[src/rtl/opsum_glb_write_arbiter.sv]
// Round-robin arbiter with bounded bursts, merging per-channel opsum FIFO writes onto one GLB write port.
// Define OPSUM_ARB_STAT_EN to add the write/stall statistics counters.
module opsum_glb_write_arbiter #(
    parameter int NUM_CH    = 8,
    parameter int BURST_LEN = 4,
    parameter int ADDR_W    = 32,
    parameter int DATA_W    = 32,
    localparam int BE_W     = DATA_W / 8,
    localparam int IDX_W    = (NUM_CH > 1) ? $clog2(NUM_CH) : 1,
    localparam int CNT_W    = $clog2(BURST_LEN + 1)
) (
    input  logic                     clk,
    input  logic                     rst_n,
    input  logic                     arb_clear_i,
    input  logic                     glb_stall_i,
    input  logic [NUM_CH-1:0]        opsum_write_req_i,
    input  logic [NUM_CH*ADDR_W-1:0] opsum_write_addr_i,
    input  logic [NUM_CH*BE_W-1:0]   opsum_write_web_i,
    input  logic [NUM_CH*DATA_W-1:0] opsum_write_data_i,
    output logic [NUM_CH-1:0]        opsum_permit_pop_o,
    output logic                     glb_we_o,
    output logic [ADDR_W-1:0]        glb_addr_o,
    output logic [BE_W-1:0]          glb_web_o,
    output logic [DATA_W-1:0]        glb_wdata_o,
    output logic                     arb_busy_o,
    output logic [IDX_W-1:0]         arb_owner_o
`ifdef OPSUM_ARB_STAT_EN
    ,
    output logic [31:0]              arb_wr_cnt_o,
    output logic [31:0]              arb_stall_cnt_o
`endif
);

    // state  | meaning
    // S_IDLE | no owner; a request is granted in the same cycle
    // S_HAND | bubble after a full burst; next owner chosen, no permit
    // S_OWN  | owner_q holds the port until its burst ends or it stops requesting
    typedef enum logic [1:0] {S_IDLE, S_HAND, S_OWN} state_t;

    localparam logic [IDX_W:0]   NUM_CH_W = (IDX_W + 1)'(NUM_CH);
    localparam logic [CNT_W-1:0] LAST_CNT = CNT_W'(BURST_LEN - 1);

    state_t             state_q, state_d;
    logic [IDX_W-1:0]   rr_ptr_q, rr_ptr_d;
    logic [IDX_W-1:0]   owner_q, owner_d;
    logic [CNT_W-1:0]   burst_cnt_q, burst_cnt_d;
    logic               we_q;
    logic [ADDR_W-1:0]  addr_q;
    logic [BE_W-1:0]    web_q;
    logic [DATA_W-1:0]  data_q;

    logic [2*NUM_CH-1:0] req_dbl;
    logic [NUM_CH-1:0]   req_rot;
    logic [IDX_W-1:0]    pick_off;
    logic [IDX_W:0]      pick_sum;
    logic [IDX_W-1:0]    pick_idx;
    logic                pick_found;
    logic [IDX_W-1:0]    sel_idx;
    logic                grant;
    logic [NUM_CH-1:0]   permit;
    logic [ADDR_W-1:0]   addr_sel;
    logic [BE_W-1:0]     web_sel;
    logic [DATA_W-1:0]   data_sel;

    function automatic logic [IDX_W-1:0] next_idx(input logic [IDX_W-1:0] x);
        logic [IDX_W:0] s;
        s = {1'b0, x} + 1'b1;
        return (s >= NUM_CH_W) ? '0 : s[IDX_W-1:0];
    endfunction

    // Rotate requests so the search always starts at bit 0, then map the offset back.
    assign req_dbl = {opsum_write_req_i, opsum_write_req_i} >> rr_ptr_q;
    assign req_rot = req_dbl[NUM_CH-1:0];

    always_comb begin
        pick_found = 1'b0;
        pick_off   = '0;
        for (int i = NUM_CH - 1; i >= 0; i--) begin
            if (req_rot[i]) begin
                pick_found = 1'b1;
                pick_off   = IDX_W'(i);
            end
        end
    end

    assign pick_sum = {1'b0, rr_ptr_q} + {1'b0, pick_off};
    assign pick_idx = (pick_sum >= NUM_CH_W) ? IDX_W'(pick_sum - NUM_CH_W) : pick_sum[IDX_W-1:0];

    always_comb begin
        state_d     = state_q;
        rr_ptr_d    = rr_ptr_q;
        owner_d     = owner_q;
        burst_cnt_d = burst_cnt_q;
        sel_idx     = owner_q;
        grant       = 1'b0;
        permit      = '0;
        if (arb_clear_i) begin
            state_d     = S_IDLE;
            rr_ptr_d    = '0;
            burst_cnt_d = '0;
        end else if (!glb_stall_i) begin
            case (state_q)
                S_IDLE: begin
                    if (pick_found) begin
                        grant   = 1'b1;
                        sel_idx = pick_idx;
                        owner_d = pick_idx;
                    end
                end
                S_HAND: begin
                    if (pick_found) begin
                        state_d = S_OWN;
                        owner_d = pick_idx;
                    end else begin
                        state_d = S_IDLE;
                    end
                end
                S_OWN: begin
                    if (opsum_write_req_i[owner_q]) begin
                        grant = 1'b1;
                    end else begin
                        state_d     = S_IDLE;
                        rr_ptr_d    = next_idx(owner_q);
                        burst_cnt_d = '0;
                    end
                end
                default: state_d = S_IDLE;
            endcase
            if (grant) begin
                permit = NUM_CH'(1) << sel_idx;
                // Burst counter is 0 in IDLE, so BURST_LEN == 1 releases on the very first grant.
                if (burst_cnt_q == LAST_CNT) begin
                    state_d     = S_HAND;
                    rr_ptr_d    = next_idx(sel_idx);
                    burst_cnt_d = '0;
                end else begin
                    state_d     = S_OWN;
                    burst_cnt_d = burst_cnt_q + 1'b1;
                end
            end
        end
    end

    always_comb begin
        addr_sel = '0;
        web_sel  = '0;
        data_sel = '0;
        for (int c = 0; c < NUM_CH; c++) begin
            if (sel_idx == IDX_W'(c)) begin
                addr_sel = opsum_write_addr_i[c*ADDR_W +: ADDR_W];
                web_sel  = opsum_write_web_i[c*BE_W +: BE_W];
                data_sel = opsum_write_data_i[c*DATA_W +: DATA_W];
            end
        end
    end

    always_ff @(posedge clk or negedge rst_n) begin
        if (!rst_n) begin
            state_q     <= S_IDLE;
            rr_ptr_q    <= '0;
            owner_q     <= '0;
            burst_cnt_q <= '0;
            we_q        <= 1'b0;
            addr_q      <= '0;
            web_q       <= '0;
            data_q      <= '0;
        end else begin
            state_q     <= state_d;
            rr_ptr_q    <= rr_ptr_d;
            owner_q     <= owner_d;
            burst_cnt_q <= burst_cnt_d;
            we_q        <= grant;
            if (grant) begin
                addr_q <= addr_sel;
                web_q  <= web_sel;
                data_q <= data_sel;
            end
        end
    end

    // Reset is asynchronous, so the combinational permit is gated directly by rst_n.
    assign opsum_permit_pop_o = permit & {NUM_CH{rst_n}};
    assign glb_we_o           = we_q;
    assign glb_addr_o         = addr_q;
    assign glb_web_o          = web_q;
    assign glb_wdata_o        = data_q;
    assign arb_busy_o         = (state_q == S_OWN) | we_q;
    assign arb_owner_o        = owner_q;

`ifdef OPSUM_ARB_STAT_EN
    logic [31:0] wr_cnt_q, stall_cnt_q;

    always_ff @(posedge clk or negedge rst_n) begin
        if (!rst_n) begin
            wr_cnt_q    <= '0;
            stall_cnt_q <= '0;
        end else if (arb_clear_i) begin
            wr_cnt_q    <= '0;
            stall_cnt_q <= '0;
        end else begin
            if (we_q && (wr_cnt_q != 32'hFFFF_FFFF)) begin
                wr_cnt_q <= wr_cnt_q + 32'd1;
            end
            if ((|opsum_write_req_i) && !(|opsum_permit_pop_o) && (stall_cnt_q != 32'hFFFF_FFFF)) begin
                stall_cnt_q <= stall_cnt_q + 32'd1;
            end
        end
    end

    assign arb_wr_cnt_o    = wr_cnt_q;
    assign arb_stall_cnt_o = stall_cnt_q;
`endif

endmodule

[config.mk]
export PLATFORM = sky130hd
export DESIGN_NAME = opsum_glb_write_arbiter
export DESIGN_NICKNAME = d
export VERILOG_FILES = /design/src/rtl/opsum_glb_write_arbiter.sv
export SDC_FILE = /design/constraint.sdc
export NUM_CORES = 1
export LEC_CHECK = 0
export CORE_AREA = 2 2 247 249
export CTS_BUF_LIST = sky130_fd_sc_hd__clkbuf_4 sky130_fd_sc_hd__clkbuf_8
export CTS_CLUSTER_SIZE = 28
export DETAILED_ROUTE_END_ITERATION = 7
export DIE_AREA = 0 0 249 251
export HOLD_SLACK_MARGIN = 0.06
export PLACE_DENSITY = 0.5
export SLEW_MARGIN = 25
export SYNTH_ARGS = -nofsm -noshare
export SYNTH_HDL_FRONTEND = slang
export SYNTH_SLANG_ARGS = --single-unit
[constraint.sdc]
create_clock -name clk -period 6.05 [get_ports clk]
set_input_delay 0.9075 -clock clk [delete_from_list [all_inputs] [get_ports clk]]
set_output_delay 0.9075 -clock clk [all_outputs]
set_load 0.05 [all_outputs]
# Word level (Yosys, flattened, before mapping)
# Cells that the tools add are included.
[word_totals]
inputBits = 556
out_inout_bits = 81
wordCells = 124
mem_bits_rw = 0
regBits = 80
romBits = 0
mem_count = 0
latchBits = 0
[op_classes]
addsub = 5
eq_ne = 14
n_mul = 0
bitwise_logic = 4
n_reduce_logical = 7
magnitude_cmp = 4
mux = 80
shifts = 2
div = 0
[op_table]
columns = ["cell", "count"]
rows = [
  ["$mux 32", 16],
  ["$mux 3", 29],
  ["$mux 4", 8],
  ["$mux 8", 3],
  ["$shr 16x3->8", 1],
  ["$mux 1", 15],
  ["$eq 3x3->1 const B", 4],
  ["$ge 4x4->1 const B", 3],
  ["$mux 2", 6],
  ["$eq 3x2->1 const B", 3],
  ["$reduce_and 3->1", 3],
  ["$add 3x1->4 const B", 2],
  ["$and 8x8->8", 1],
  ["$shl 1x3->8 const A", 1],
  ["$pmux 2 s3", 1],
  ["$add 3x3->4", 1],
  ["$lt 3x4->1 const B", 1],
  ["$ne 4x4->1 const B", 1],
  ["$add 3x1->3 const B", 1],
  ["$bmux 1 s3", 1],
  ["$eq 3x1->1 const B", 1],
  ["$logic_not 3->1", 1],
  ["$ne 3x2->1 const B", 1],
  ["$ne 3x3->1 const B", 1],
  ["10 further kinds", 11],
]

# Longest topological paths before layout
# Gate-level depths: netlist of the first run.
[logic_depth]
word_depth = 27
mapped_depth = 22
ltp_nobuf = 18

# Worst setup path after synthesis of the first run
# Ideal clock, no wire load.
[synth_path]
path_type = "input-to-output"
start = "in opsum_write_req_i[6]"
end = "out opsum_permit_pop_o[3]"
arrival_ns = 4.333
slack_ns = 0.810
n_path_buf = 0
t_required_ns = 5.142
stages = 16
path_cell_list = "mux4_2 > or2_2 > a211oi_1 > a21oi_1 > a211oi_1 > a21oi_1 > a21oi_1 > o32ai_1 > ha_1 > inv_1 > fa_1 > o21a_1 > inv_1 > ha_1 > ha_1 > and3_1"
[synth_between]
elab_chain_cells = 21
word_cells_on_any_way = 37
classes_between = "2 x add/sub; 1 x order compare; 2 x shift; 31 x mux; 1 x bitwise"
[synth_lines]
columns = ["item", "line", "source"]
rows = [
  ["from (decl)", "16", "input logic [NUM_CH-1:0] opsum_write_req_i,"],
  ["$shr 16x3->8", "72", "assign req_dbl = {opsum_write_req_i, opsum_write_req_i} >> rr_ptr_q;"],
  ["$mux 3 (8 in series)", "79", "if (req_rot[i]) begin"],
  ["$add 3x3->4", "86", "assign pick_sum = {1'b0, rr_ptr_q} + {1'b0, pick_off};"],
  ["$ge 4x4->1 or $sub 3x1->3 (tied branches)", "87", "assign pick_idx = (pick_sum >= NUM_CH_W) ? IDX_W'(pick_sum - NUM_CH_W) : pick_sum[IDX_W-1:0];"],
  ["$mux 3", "87", ""],
  ["$mux 3", "-", ""],
  ["$mux 3", "102", "case (state_q)"],
  ["$mux 3", "101", "end else if (!glb_stall_i) begin"],
  ["$mux 3", "97", "if (arb_clear_i) begin"],
  ["$shl 1x3->8", "130", "permit = NUM_CH'(1) << sel_idx;"],
  ["$mux 8 (*)", "129", "if (grant) begin"],
  ["$mux 8 (*)", "101", ""],
  ["$mux 8 (*)", "97", ""],
  ["$and 8x8->8 (*)", "182", "assign opsum_permit_pop_o = permit & {NUM_CH{rst_n}};"],
  ["to (decl)", "20", "output logic [NUM_CH-1:0] opsum_permit_pop_o,"],
]
# Mark *: on every way between the ends. The rest lies on a longest branch, timed or not. The select of a mux whose other input is x is not followed.

# Worst setup path in the final report of the first run
[layout_path]
start = "in opsum_write_req_i[1]"
end = "out opsum_permit_pop_o[3]"
# Same word-level chain as after synthesis.

==> metrics.md, run 1 <==
| Metric | Value |
|---|---|
| Post-Route WL | `62100 um` |
| Commonest non-fill, non-tap cell in the layout | `clkdlybuf4s50_1` |
| Dpl ws | `between 0.1 and 0.15 ns` |
| Fmax | `approximately 170 MHz` |
| Post-synth EDFFs | `0` |
| Synth area leaders | `dfrtp_1, a211oi_1, nand2_1` |
| Die height | `around 250 um` |
| Fill cell count | `about 6400` |
| Max_cap viols | `0` |
| I/O pins | `about 640` |
| Die width | `about 250 um` |
| First-pass GRT wire length | `roughly 91000 um` |
| Grt ovf | `0` |
| CTS Buf Count | `9` |
| Clock sink count | `80` |
| Endpoint class of the critical path | `output port` |
| Vias per inst | `~5` |
| Largest net degree at the start of global routing | `64` |
| Number of hold buffers added after CTS | `0` |
| Endpoints failing setup | `0` |
| GR Util met3 | `roughly 4.2%` |
| Critical path arrival | `4.95 ns` |
| Deepest clock path buffer count | `2` |
| Hpwl dp | `around 47000 um` |
| Initial antenna violation count | `4` |
| Post-Synthesis Cells | `1283` |
| Vias in the first global route | `14100` |
| Distinct cell type count after synthesis | `between 60 and 70` |
| Leakage dissipation | `6.43 nW` |
| Core Util, Final | `between 20% and 30%` |
| Tightest Pin Transition | `0.853 ns` |
| Post-synth top flop | `dfrtp_1` |
| I/O Buffers | `around 640` |
| Final routed DRC violation total | `0` |
| Routed Antenna Nets | `0` |
| Cell area power density | `about 360 nW/um^2` |
| Core box area | `59800 sq um` |
| Peak supply drop | `between 0.00015 and 0.0002 V` |
| Post-route cell area | `17600 sq um` |
| Htree depth | `3` |
| Cell Area, Synth | `approximately 9900 sq um` |
| Final min period | `5.85 ns` |
| Post-synthesis net count | `around 1800` |
| CP Max Fanout | `5` |
| Ys Warns | `0` |
| Gpl congestion | `slightly above 0.9` |
| Final Hold Fails | `0` |
| Syn Area/Cell | `7.70 sq um` |
| Slew headroom | `a little over two fifths` |
| Clock-pin slew on the worst setup and hold paths | `0.09 ns` |
| Hold WC Path Type | `flip-flop to flip-flop` |
| Final period utilization | `96.7%` |
| Layout Skew | `roughly 0.017 ns` |
| Overall Global Routing Usage | `19.2%` |
| Die area | `62500 sq um` |
| Clk root buf | `clkbuf_8` |
| Hold_ws | `about 0.49 ns` |
| Final WS setup | `about 0.2 ns` |
| Via Count | `approximately 13000` |
| Placed Area | `roughly 17000 sq um` |
| Initial DRC Count | `around 740` |
| Status | `completed` |
| Post-synth top area share | `about a fifth` |
| Critical Path RT | `between 5 and 6 ns` |
| CP Launch Type | `primary input` |
| FF-to-FF setup slack | `0.90 ns` |
| Layout cells sized above 1 | `approximately 8.9%` |
| CTS tree | `done` |
| Final net count | `~2400` |
| Post-synthesis to final-layout area growth | `78.2%` |
| # rows | `90` |
| Most frequent cells in the layout | `clkdlybuf4s50_1, nand2_1, a211oi_1` |
| Post-synth ARST share | `between 90% and 100%` |
| DRT Pass-1 Iters | `5` |
| GRT busiest layer | `met2` |
| Met2 Use GR | `between 30% and 40%` |
| Yosys top cell by area | `dfrtp_1` |
| Register bit total from synthesis | `80` |
| Met1 usage | `roughly 22%` |
| Initial Utilization | `16.5%` |
| Clock latency on the worst-skew pair | `about 0.44 ns` |
| Tot Pwr | `~6.4 mW` |
| CP Class | `primary input to output port` |
| Avg WL per Cell | `between 20 and 25 um` |
| Sequential share of the synthesized area | `~20%` |
| Max Slew Vio Count | `0` |
## stage by stage
stage	instances	setup TNS, ns
after floorplan	1283	0
after global routing	2641	-0.00910
after CTS	2639	0
final	2642	0
after detailed placement	2625	0
after global placement	2625	0
## power by group
| part | internal, mW | leakage [nW] | total [mW] | switching [mW] |
|---|---|---|---|---|
| Sequential | 0.762 | 0.997 | 0.946 | 0.184 |
| Combinational | 1.88 | 5.33 | 4.92 | 3.04 |
| Clock | 0.245 | 0.105 | 0.524 | 0.279 |
| Total | 2.89 | 6.43 | 6.39 | 3.51 |
## registers in the layout (all words and copies together) (netlist names)
signal,cells
state_q,2
glb_addr_o,32
rr_ptr_q,3
burst_cnt_q,3
glb_web_o,4
glb_we_o,1
glb_wdata_o,32
arb_owner_o,3
## synth_stat cells (61+ instances only)
library cell / n
o211ai_1: 62
dfrtp_1: 80
clkbuf_1: 85
inv_1: 76
a211oi_1: 124
o21a_1: 62
nand2_1: 174
or4_1: 61
mux2i_1: 64
and2_1: 68
a31oi_1: 62
o22ai_1: 61
## routing by layer
metal / vias to the layer above / routed length, um
met5: - / 28
met4: 4 / 1920
met3: 88 / 4160
met2: 603 / 31100
met1: 6448 / 24900
li1: 6059 / -
## logic make-up (layout without fill, tap and decap cells)
kind of cell / after synthesis / after routing / share of synthesized area (%)
adder cells (fa/ha/maj): 10 / 10 / 1.34
flip-flops: 80 / 80 / 20.3
AND/OR/NAND/NOR: 387 / 387 / 20.5
other: 0 / 3 / 0
multiplexers: 77 / 77 / 9.14
AO/OA/AOI/OAI: 511 / 511 / 39.1
buffers and inverters: 218 / 792 / 9.68
## final cells by class
cell class	instances	area (sq um)	area share, %
Clock inverter	3	67.6	0.384
Antenna cell	3	7.51	0.0426
Tap cell	782	978	5.56
Inverter	77	290	1.65
Multi-Input combinational cell	985	7020	39.9
Sequential cell	80	2000	11.4
Clock buffer	11	145	0.824
Timing Repair Buffer	701	7090	40.3
## what timing repair did
item	in CTS	in global routing
buffers inserted	0	0
gates resized for setup	0	3
endpoints found under the setup margin	0	5
## critical path: stages
cell and delay [ns]:
clkdlybuf4s50_1 0.49, mux4_2 0.49, or2_2 0.31, a211oi_2 0.21, a21oi_1 0.08, a211oi_1 0.24, a21oi_1 0.08, a21oi_1 0.20
o32ai_1 0.11, ha_1 0.21, inv_1 0.09, fa_2 0.47, o21a_1 0.25, inv_1 0.12, ha_1 0.19, ha_1 0.15
and3_1 0.15, buf_4 0.20
## path summary, 6_finish.rpt
kind | end | cells after the start | from
setup / recovery | opsum_permit_pop_o[3] | 18 | opsum_write_req_i[1]
hold / removal | glb_addr_o[27] | 2 | glb_addr_o[27]
setup reg to reg | glb_addr_o[14] | 19 | rr_ptr_q[0]
hold reg to reg | glb_addr_o[27] | 2 | glb_addr_o[27]
max in group asynchronous | glb_wdata_o[25] | 2 | rst_n
min in group asynchronous | glb_addr_o[26] | 1 | rst_n
(Power assumes the default switching activity.)
==> inputs of run 2 (changes only) <==
--- a/config.mk
+++ b/config.mk
@@ -11,7 +11,6 @@
 export DETAILED_ROUTE_END_ITERATION = 7
 export DIE_AREA = 0 0 249 251
 export HOLD_SLACK_MARGIN = 0.06
-export PLACE_DENSITY = 0.5
 export SLEW_MARGIN = 25
 export SYNTH_ARGS = -nofsm -noshare
 export SYNTH_HDL_FRONTEND = slang
==> run 2 against run 1 <==
Worst hold slack better by 0.0064 ns. Power is 1.8% higher. Critical path depth up 1. Combinational power up 1%. Largest power group unchanged. Sequential cell count unchanged. Wire length rose by 1.0%. Cell count grew 0.68%. Utilization is 0.30 points higher.
==> metrics.md, run 2 (same netlist as run 1, synthesis figures left out) <==
| Metric | Value |
|---|---|
| Overall Global Routing Usage | `about a fifth` |
| Hold path cells | `2` |
| Switch Pwr | `around 3.5 mW` |
| Max Slew Vio Count | `0` |
| Clock sink count | `80` |
| Reg2reg start | `rr_ptr_q[0]` |
| Final period utilization | `a little over nine tenths` |
| Post-synthesis to final-layout area growth | `80.0%` |
| Dpl ws | `0.160 ns` |
| Post-Route WL | `62800 um` |
| Status | `completed` |
| Initial Utilization | `16.5%` |
| Final net count | `between 2000 and 2500` |
| Gate power share | `76.5%` |
| Initial antenna violation count | `9` |
| Seq pwr share | `between 10 and 15%` |
| Final Hold Fails | `0` |
| Avg WL per Cell | `roughly 24 um` |
| Routed Antenna Nets | `0` |
| Die width | `between 200 and 250 um` |
| Deepest clock path buffer count | `2` |
| Vias in the first global route | `14300` |
| CP Max Fanout | `7` |
| Commonest non-fill, non-tap cell in the layout | `clkdlybuf4s50_1` |
| Clock latency on the worst-skew pair | `around 0.44 ns` |
| Number of hold buffers added after CTS | `0` |
| CP Class | `primary input to output port` |
| Final min period | `roughly 5.8 ns` |
| Layout cells sized above 1 | `9.77%` |
| Endpoints failing setup | `0` |
| Max stage delay on crit path | `~0.55 ns` |
| Hold WC Path Type | `flip-flop to flip-flop` |
| Clock-pin slew on the worst setup and hold paths | `approximately 0.11 ns` |
| Internal | `just under 3 mW` |
| Clk root buf | `clkbuf_8` |
| Largest net degree at the start of global routing | `52` |
| Most frequent cells in the layout | `clkdlybuf4s50_1, nand2_1, a211oi_1` |
| Final WS setup | `0.261 ns` |
| Hold_ws | `between 0.4 and 0.5 ns` |
| First-pass GRT wire length | `91500 um` |
| Die area | `62500 sq um` |
| Cell area power density | `between 300 and 400 nW/um^2` |
| Layout Skew | `between 0.015 and 0.02 ns` |
| CP Launch Type | `primary input` |
| Htree depth | `3` |
| Min-delay src | `glb_addr_o[25]` |
| Max_cap viols | `0` |
| DRT Pass-1 Iters | `5` |
| Critical path arrival | `between 4 and 5 ns` |
| Placed cell count | `approximately 2600` |
| Post-Layout Cell Count | `~2700` |
| I/O pins | `637` |
| Critical Path RT | `a little over 5 ns` |
| CTS resizes | `0` |
| CTS Buf Count | `9` |
| FF-to-FF setup slack | `between 0.8 and 0.9 ns` |
| Die height | `around 250 um` |
| Vias per inst | `5.09` |
| Final routed DRC violation total | `0` |
| Initial DRC Count | `about 920` |
| Hpwl dp | `48200 um` |
| Critical R2R Capture | `glb_addr_o[27]` |
| Setup repair bufs after CTS | `0` |
| Fill cell count | `6301` |
| Footprint of the multi-input gates | `7020 sq um` |
| # rows | `90` |
| Core box area | `about 60000 sq um` |
| Register area | `2000 sq um` |
| Gpl congestion | `about 0.96` |
| Crit-path cells | `clkdlybuf4s50_1 -> mux4_2 -> inv_1 -> a21oi_1 -> a21oi_1 -> a21oi_1 -> a21oi_1 -> a21oi_1 -> o32ai_1 -> ha_1 -> inv_1 -> fa_2 -> inv_1 -> o211ai_2 -> o221ai_2 -> inv_1 -> nor2_1 -> and2_1 -> buf_4` |
| Sw Ratio | `between 50% and 60%` |
| I/O Buffers | `approximately 640` |
| Peak supply drop | `about 0.00021 V` |
| Endpoint class of the critical path | `output port` |
| CTS tree | `done` |
| Via Count | `between 10000 and 15000` |
| Clock power frac | `8.8%` |
| Leakage dissipation | `6.53 nW` |
| Slowest cell on crit path | `mux4_2` |
| R2r worst-path depth | `19` |
| WHS Endpoint | `glb_addr_o[25]` |
| CP most frequent cell | `a21oi_1` |
| Grt ovf | `0` |
| Slew headroom | `a little over two fifths` |
| Tightest Pin Transition | `around 0.85 ns` |
| Fmax | `173 MHz` |
## run 2: changes by cell type in the layout (fill, tap and decap cells not counted), sizes merged
cell      delta
buf         +16
bufinv       +1
clkbuf       +1
clkinvlp     -1
diode        +1
## run 2: power by group through the flow
| stage | sequential, mW | clock, mW | combinational (mW) |
|---|---|---|---|
| after global routing | 0.986 | 0.607 | 5.27 |
| after CTS | 0.955 | 0.595 | 4.98 |
| after global placement | 0.957 | 0 | 4.93 |
| after detailed placement | 0.962 | 0 | 4.96 |
| final | 0.957 | 0.575 | 4.98 |
| after floorplan | 1.68 | 0 | 2.18 |
## run 2: layer usage
metal | vias to the layer above | wire, um | share of wire, % | track usage (%)
li1 | 6092 | - | - | -
met1 | 6513 | 24400 | 39 | 22.2
met2 | 790 | 30900 | 49 | 34.0
met3 | 129 | 5040 | 8.0 | 4.85
met4 | 12 | 2400 | 3.8 | 8.80
met5 | - | 73 | 0.12 | 0
## run 2: critical path: cells and delay by family
| family | cells | cell delay (ns) |
|---|---|---|
| AOI/OAI and AO/OA | 8 | 1.35 |
| and+or+nand+nor | 2 | 0.35 |
| muxes | 1 | 0.55 |
| buffers and inverters | 6 | 1.10 |
| adders and majority gates | 2 | 0.62 |
## run 2: final cells by class
| cell class | instances | area share, % |
|---|---|---|
| Tap cell | 782 | 5.50 |
| Multi-Input combinational cell | 985 | 39.5 |
| Antenna cell | 4 | 0.0563 |
| Timing Repair Buffer | 717 | 40.7 |
| Inverter | 77 | 1.63 |
| Clock buffer | 12 | 0.858 |
| Clock inverter | 3 | 0.506 |
| Sequential cell | 80 | 11.3 |
## run 2: stage by stage
stage	TNS, ns	power [mW]	util (%)	cell area [sq um]
finish	0	6.51	29.7	17800
global route	-0.0212	6.86	29.7	17800
CTS	0	6.53	29.7	17800
detailed placement	0	5.93	29.3	17500
global placement	0	5.88	29.3	17500
floorplan	0	3.86	-	9880
## run 2: how the worst max path moves through the flow
| stage | from | endpoint | slack, ns | cells after the start |
|---|---|---|---|---|
| 3_5_place_dp | opsum_write_req_i[1] | opsum_permit_pop_o[2] | 0.16 | 19 |
| 6_report | opsum_write_req_i[1] | opsum_permit_pop_o[2] | 0.26 | 19 |
| 5_1_grt | opsum_write_req_i[1] | opsum_permit_pop_o[1] | -0.01 | 19 |
| 4_1_cts | opsum_write_req_i[1] | opsum_permit_pop_o[2] | 0.17 | 19 |
| 3_3_place_gp | opsum_write_req_i[6] | glb_addr_o[28] | 0.14 | 20 |
| 2_1_floorplan | opsum_write_req_i[6] | opsum_permit_pop_o[3] | 0.81 | 16 |
==> inputs of run 3 (changes only) <==
--- a/config.mk
+++ b/config.mk
@@ -7,10 +7,11 @@
 export LEC_CHECK = 0
 export CORE_AREA = 2 2 247 249
 export CTS_BUF_LIST = sky130_fd_sc_hd__clkbuf_4 sky130_fd_sc_hd__clkbuf_8
-export CTS_CLUSTER_SIZE = 28
+export CTS_CLUSTER_SIZE = 8
 export DETAILED_ROUTE_END_ITERATION = 7
 export DIE_AREA = 0 0 249 251
 export HOLD_SLACK_MARGIN = 0.06
+export PLACE_DENSITY_LB_ADDON = 0.1
 export SLEW_MARGIN = 25
 export SYNTH_ARGS = -nofsm -noshare
 export SYNTH_HDL_FRONTEND = slang
==> run 3 against run 2 <==
Via count is 3.7% lower. Register-to-register slack lost 0.20 ns. Sequential power decreased by 2%. Critical path depth is 1 lower. Global-route usage increased by 1.9 points.
==> metrics.md, run 3 (same netlist as run 1, synthesis figures left out) <==
| Metric | Value |
|---|---|
| Largest net degree at the start of global routing | `between 50 and 60` |
| Critical path arrival | `about 5 ns` |
| Most frequent cells in the layout | `clkdlybuf4s50_1, nand2_1, a211oi_1` |
| Clock-pin slew on the worst setup and hold paths | `0.10 ns` |
| Core box area | `around 60000 sq um` |
| Final routed DRC violation total | `0` |
| Initial Utilization | `between 10% and 20%` |
| CTS tree | `done` |
| Critical path origin | `opsum_write_req_i[6]` |
| Grt ovf | `0` |
| Deepest clock path buffer count | `2` |
| Commonest non-fill, non-tap cell in the layout | `clkdlybuf4s50_1` |
| Initial DRC Count | `roughly 750` |
| DRT Pass-1 Iters | `7` |
| I/O pins | `about 640` |
| Crit path to | `opsum_permit_pop_o[3]` |
| Status | `completed` |
| First-pass GRT wire length | `around 98000 um` |
| Gpl congestion | `between 0.8 and 0.9` |
| Tot Pwr | `roughly 6.4 mW` |
| Slew headroom | `about a third` |
| Core Util, Final | `about 30%` |
| Register area | `between 2000 and 2500 sq um` |
| Leakage dissipation | `about 6.4 nW` |
| Overall Global Routing Usage | `21.3%` |
| Max_cap viols | `0` |
| R2r worst-path depth | `19` |
| Fmax | `about 170 MHz` |
| Tightest Pin Transition | `between 0.9 and 1 ns` |
| Final min period | `roughly 5.8 ns` |
| Clock latency on the worst-skew pair | `between 0.4 and 0.5 ns` |
| RSZ-0062 raised after global routing | `false` |
| Layout Skew | `0.0126 ns` |
| CTS Buf Count | `9` |
| Hpwl dp | `50700 um` |
| Vias per inst | `4.92` |
| CP Class | `primary input to output port` |
| I/O Buffers | `between 600 and 700` |
| Post-route cell area | `between 15000 and 20000 sq um` |
| Critical R2R Capture | `glb_addr_o[7]` |
| Cell area power density | `between 300 and 400 nW/um^2` |
| Critical Path RT | `about 5.1 ns` |
| Peak supply drop | `0.000157 V` |
| Post-synthesis to final-layout area growth | `78.6%` |
| Htree depth | `3` |
| Die area | `about 62000 sq um` |
| Die height | `between 200 and 300 um` |
| Final net count | `approximately 2400` |
| Final period utilization | `~96%` |
| Final Hold Fails | `0` |
| Reg2reg start | `rr_ptr_q[0]` |
| Routed Antenna Nets | `0` |
| Vias in the first global route | `~14000` |
| # rows | `90` |
| CP Launch Type | `primary input` |
| Layout cells sized above 1 | `8.99%` |
| Clock sink count | `80` |
| Avg WL per Cell | `25.9 um` |
| Post-Route WL | `~69000 um` |
| Fill cell count | `approximately 6400` |
| Via Count | `approximately 13000` |
| Hold WC Path Type | `primary input to async pin` |
| Initial antenna violation count | `16` |
| Setup TNS | `0 ns` |
| Die width | `249 um` |
| CP Max Fanout | `5` |
| Endpoints failing setup | `0` |
| Footprint of the multi-input gates | `around 7000 sq um` |
| Endpoint class of the critical path | `output port` |
| Placed Area | `approximately 17000 sq um` |
| Clk root buf | `clkbuf_8` |
| Max Slew Vio Count | `0` |
| FF-to-FF setup slack | `roughly 0.63 ns` |
-- run 3: layer usage --
layer	vias up	wire, um	GRT usage (%)
met3	79	4410	5.22
met5	-	79	0
li1	6054	-	-
met4	12	1300	6.39
met2	523	35500	38.7
met1	6370	27400	24.5
-- run 3: what timing repair did --
action	4_1_cts	5_1_grt
setup buffers	0	0
gates resized for setup	0	2
setup endpoints to repair	0	5
hold buffers	0	0
-- run 3: how the worst min path moves through the flow --
| stage | startpoint | end | slack, ns |
|---|---|---|---|
| floorplan | burst_cnt_q[1] | burst_cnt_q[1] | 0.45 |
| global placement | glb_wdata_o[28] | glb_wdata_o[28] | 0.46 |
| detailed placement | glb_addr_o[25] | glb_addr_o[25] | 0.47 |
| CTS | rst_n | rr_ptr_q[2] | 0.23 |
| global route | rst_n | rr_ptr_q[2] | 0.26 |
| finish | rst_n | rr_ptr_q[2] | 0.28 |
-- run 3: through the flow --
| step | setup WS, ns | hold slack (ns) | cells |
|---|---|---|---|
| floorplan | 0.810 | 0.454 | 1283 |
| global placement | -0.150 | 0.463 | 2624 |
| detailed placement | -0.101 | 0.467 | 2624 |
| CTS | 0.226 | 0.233 | 2640 |
| global route | 0.00365 | 0.259 | 2647 |
| finish | 0.263 | 0.281 | 2650 |
-- run 3: area by class of cell --
cell class                      instances  area share (%)
Tap cell                              782            5.55
Antenna cell                           10           0.142
Inverter                               77            1.65
Timing Repair Buffer                  700            40.2
Sequential cell                        80            11.3
Multi-Input combinational cell        985            39.8
Clock inverter                          6           0.468
Clock buffer                           10           0.780
-- run 3: worst max-delay path, cell delays in order --
cell and delay, ns:
clkdlybuf4s50_1 0.47, mux4_2 0.51, or2_2 0.33, a211oi_2 0.21, a21oi_1 0.08, a211oi_1 0.25
a21oi_1 0.08, a21oi_1 0.17, o32ai_1 0.11, ha_1 0.20, inv_1 0.08, fa_1 0.45
o21a_1 0.26, inv_1 0.11, ha_1 0.18, ha_1 0.15, and3_1 0.20, buf_12 0.15
-- run 3: where the power goes --
| group | internal [mW] | leakage (nW) | switching (mW) |
|---|---|---|---|
| Sequential | 0.762 | 0.997 | 0.180 |
| Combinational | 1.85 | 5.32 | 3.09 |
| Clock | 0.242 | 0.112 | 0.290 |
==> RTL edit: new RTL, settings of run 2 <==
Change the parameter `DATA_W` from 32 to 16.
--- a/src/rtl/opsum_glb_write_arbiter.sv
+++ b/src/rtl/opsum_glb_write_arbiter.sv
@@ -4,7 +4,7 @@
     parameter int NUM_CH    = 8,
     parameter int BURST_LEN = 4,
     parameter int ADDR_W    = 32,
-    parameter int DATA_W    = 32,
+    parameter int DATA_W    = 16,
     localparam int BE_W     = DATA_W / 8,
     localparam int IDX_W    = (NUM_CH > 1) ? $clog2(NUM_CH) : 1,
     localparam int CNT_W    = $clog2(BURST_LEN + 1)
Ports: changed (resized glb_wdata_o, glb_web_o, opsum_write_data_i and opsum_write_web_i); port bits go from 637 to 475. No check against the original RTL was run, so the function may have changed too.
==> RTL edit against run 2 <==
Global-route usage shrank 6.2 points. Synthesized area fell by 29%. Setup slack worse by 2.8 ps. Routed wire length down 33%. Sequential cell count fell by 18. Final area decreased by 27%. Power shrank 30%. Critical path depth decreased by 3.
==> RTL edit: results <==
setup_path:
  critPathSlowestCell: "fa_2"
  critical_path_peak_fanout: 9
  r2r_cells: 15
  critical-path-top-delay-family: "adder cells"
  cp_slowest_stage_delay_ps: 650
  regToRegEndpoint: "glb_addr_o[17]"
  endpoint: "opsum_permit_pop_o[3]"
  r2r_slack_ps: 960
timing:
  fin_ws_ps: 258.0
  slew_headroom_pct: 35.77
  fin_skew_ps: 10.85
clocking:
  cts_setup_buffers: 0
  clock_latency_ps: 410
  clkSlewWorstSetupHoldPaths_ps: 90
global_route:
  use_met2_pct: 22.40
  grt_start_max_net_pins: 53
  grt_usage_pct: 13.16
  antenna_found_initial: 6
  use_met1_pct: 16.13
  grt_first_pass_wirelength_mm: 60.84
  grt_pass1_vias: 9229
  met3_usage_pct: 3.872
power:
  power_frac_seq_pct: 16.0
  switching_share_pct: 53.03
  leakage_uw: 0.004641
  power_density_mw_per_mm2: 354.1
  pg_clk_uw: 367
  vdd_drop_max_uv: 192.3
routing:
  wl_per_cell_um: 21.32
  dr.first_iter.drc_count: 646
  viasPerCell: 4.390
  met1Wirelength_mm: 17.90
  wirelength_mm: 42.37
  wl_met2_mm: 20.31
  wl_met3_mm: 3.353
synthesis:
  synth_common_cells: "62 x dfrtp_1, 54 x nand2_1, 48 x clkbuf_1, 39 x mux2_1, 38 x mux2_2"
  synth_nets: 1182
  synthDistinctLibCells: 73
  synth_mux_area_share_pct: 17.80
  synth-compound-area-share_pct: 36.94
  synth_area_leaders: "dfrtp_1 22%, mux2_1 6.3%, mux2_2 6.1%"
  synth_fa_ha_area_share_pct: 1.900
  ys_seq_area_share_pct: 22.23
  syn_inst: 760
layout:
  fin_nets: 1620
  drive_gt1_share_pct: 13.82
  nFillCells: 6505
placed_design:
  place_inst: 1969
  dp_hpwl_mm: 33.33
  dp_slack_ps: 218.5
  io_buffer_count: 474
  gp_congestion: 0.9145
hold_path:
  min_path_type: "in -> async"
outcome:
  outcome: "finished, final reports clean"
RTL edit: changes by cell type after synthesis, moves of 37 or more:
cell / run 2 / this run
a211oi_1: 124 / 35
o21a_1: 62 / 5
o211ai_1: 62 / 6
o22ai_1: 61 / 10
mux2_1: 0 / 39
inv_1: 76 / 18
clkbuf_1: 85 / 48
mux2i_1: 64 / 15
nand2_1: 174 / 54
and2_1: 68 / 6
a31oi_1: 62 / 6
RTL edit: cell type report:
cell class              instances  area (um2)  share of cell area [%]
diodes                          4       10.01                 0.07734
clock buffers                  12       152.6                   1.179
repair buffers                512        5145                   39.75
flip-flops and latches         62        1551                   11.99
well taps                     782       978.4                   7.560
multi-input cells             594        5024                   38.81
inverters                      19       71.32                  0.5510
clock inverters                 2       10.01                 0.07734
RTL edit: through the flow:
step / area [um2] / hold WS, ps
global placement: 12770 / 461.4
CTS: 12930 / 402.7
floorplan: 6980 / 454.2
global route: 12930 / 415.2
finish: 12940 / 446.9
detailed placement: 12770 / 465.5
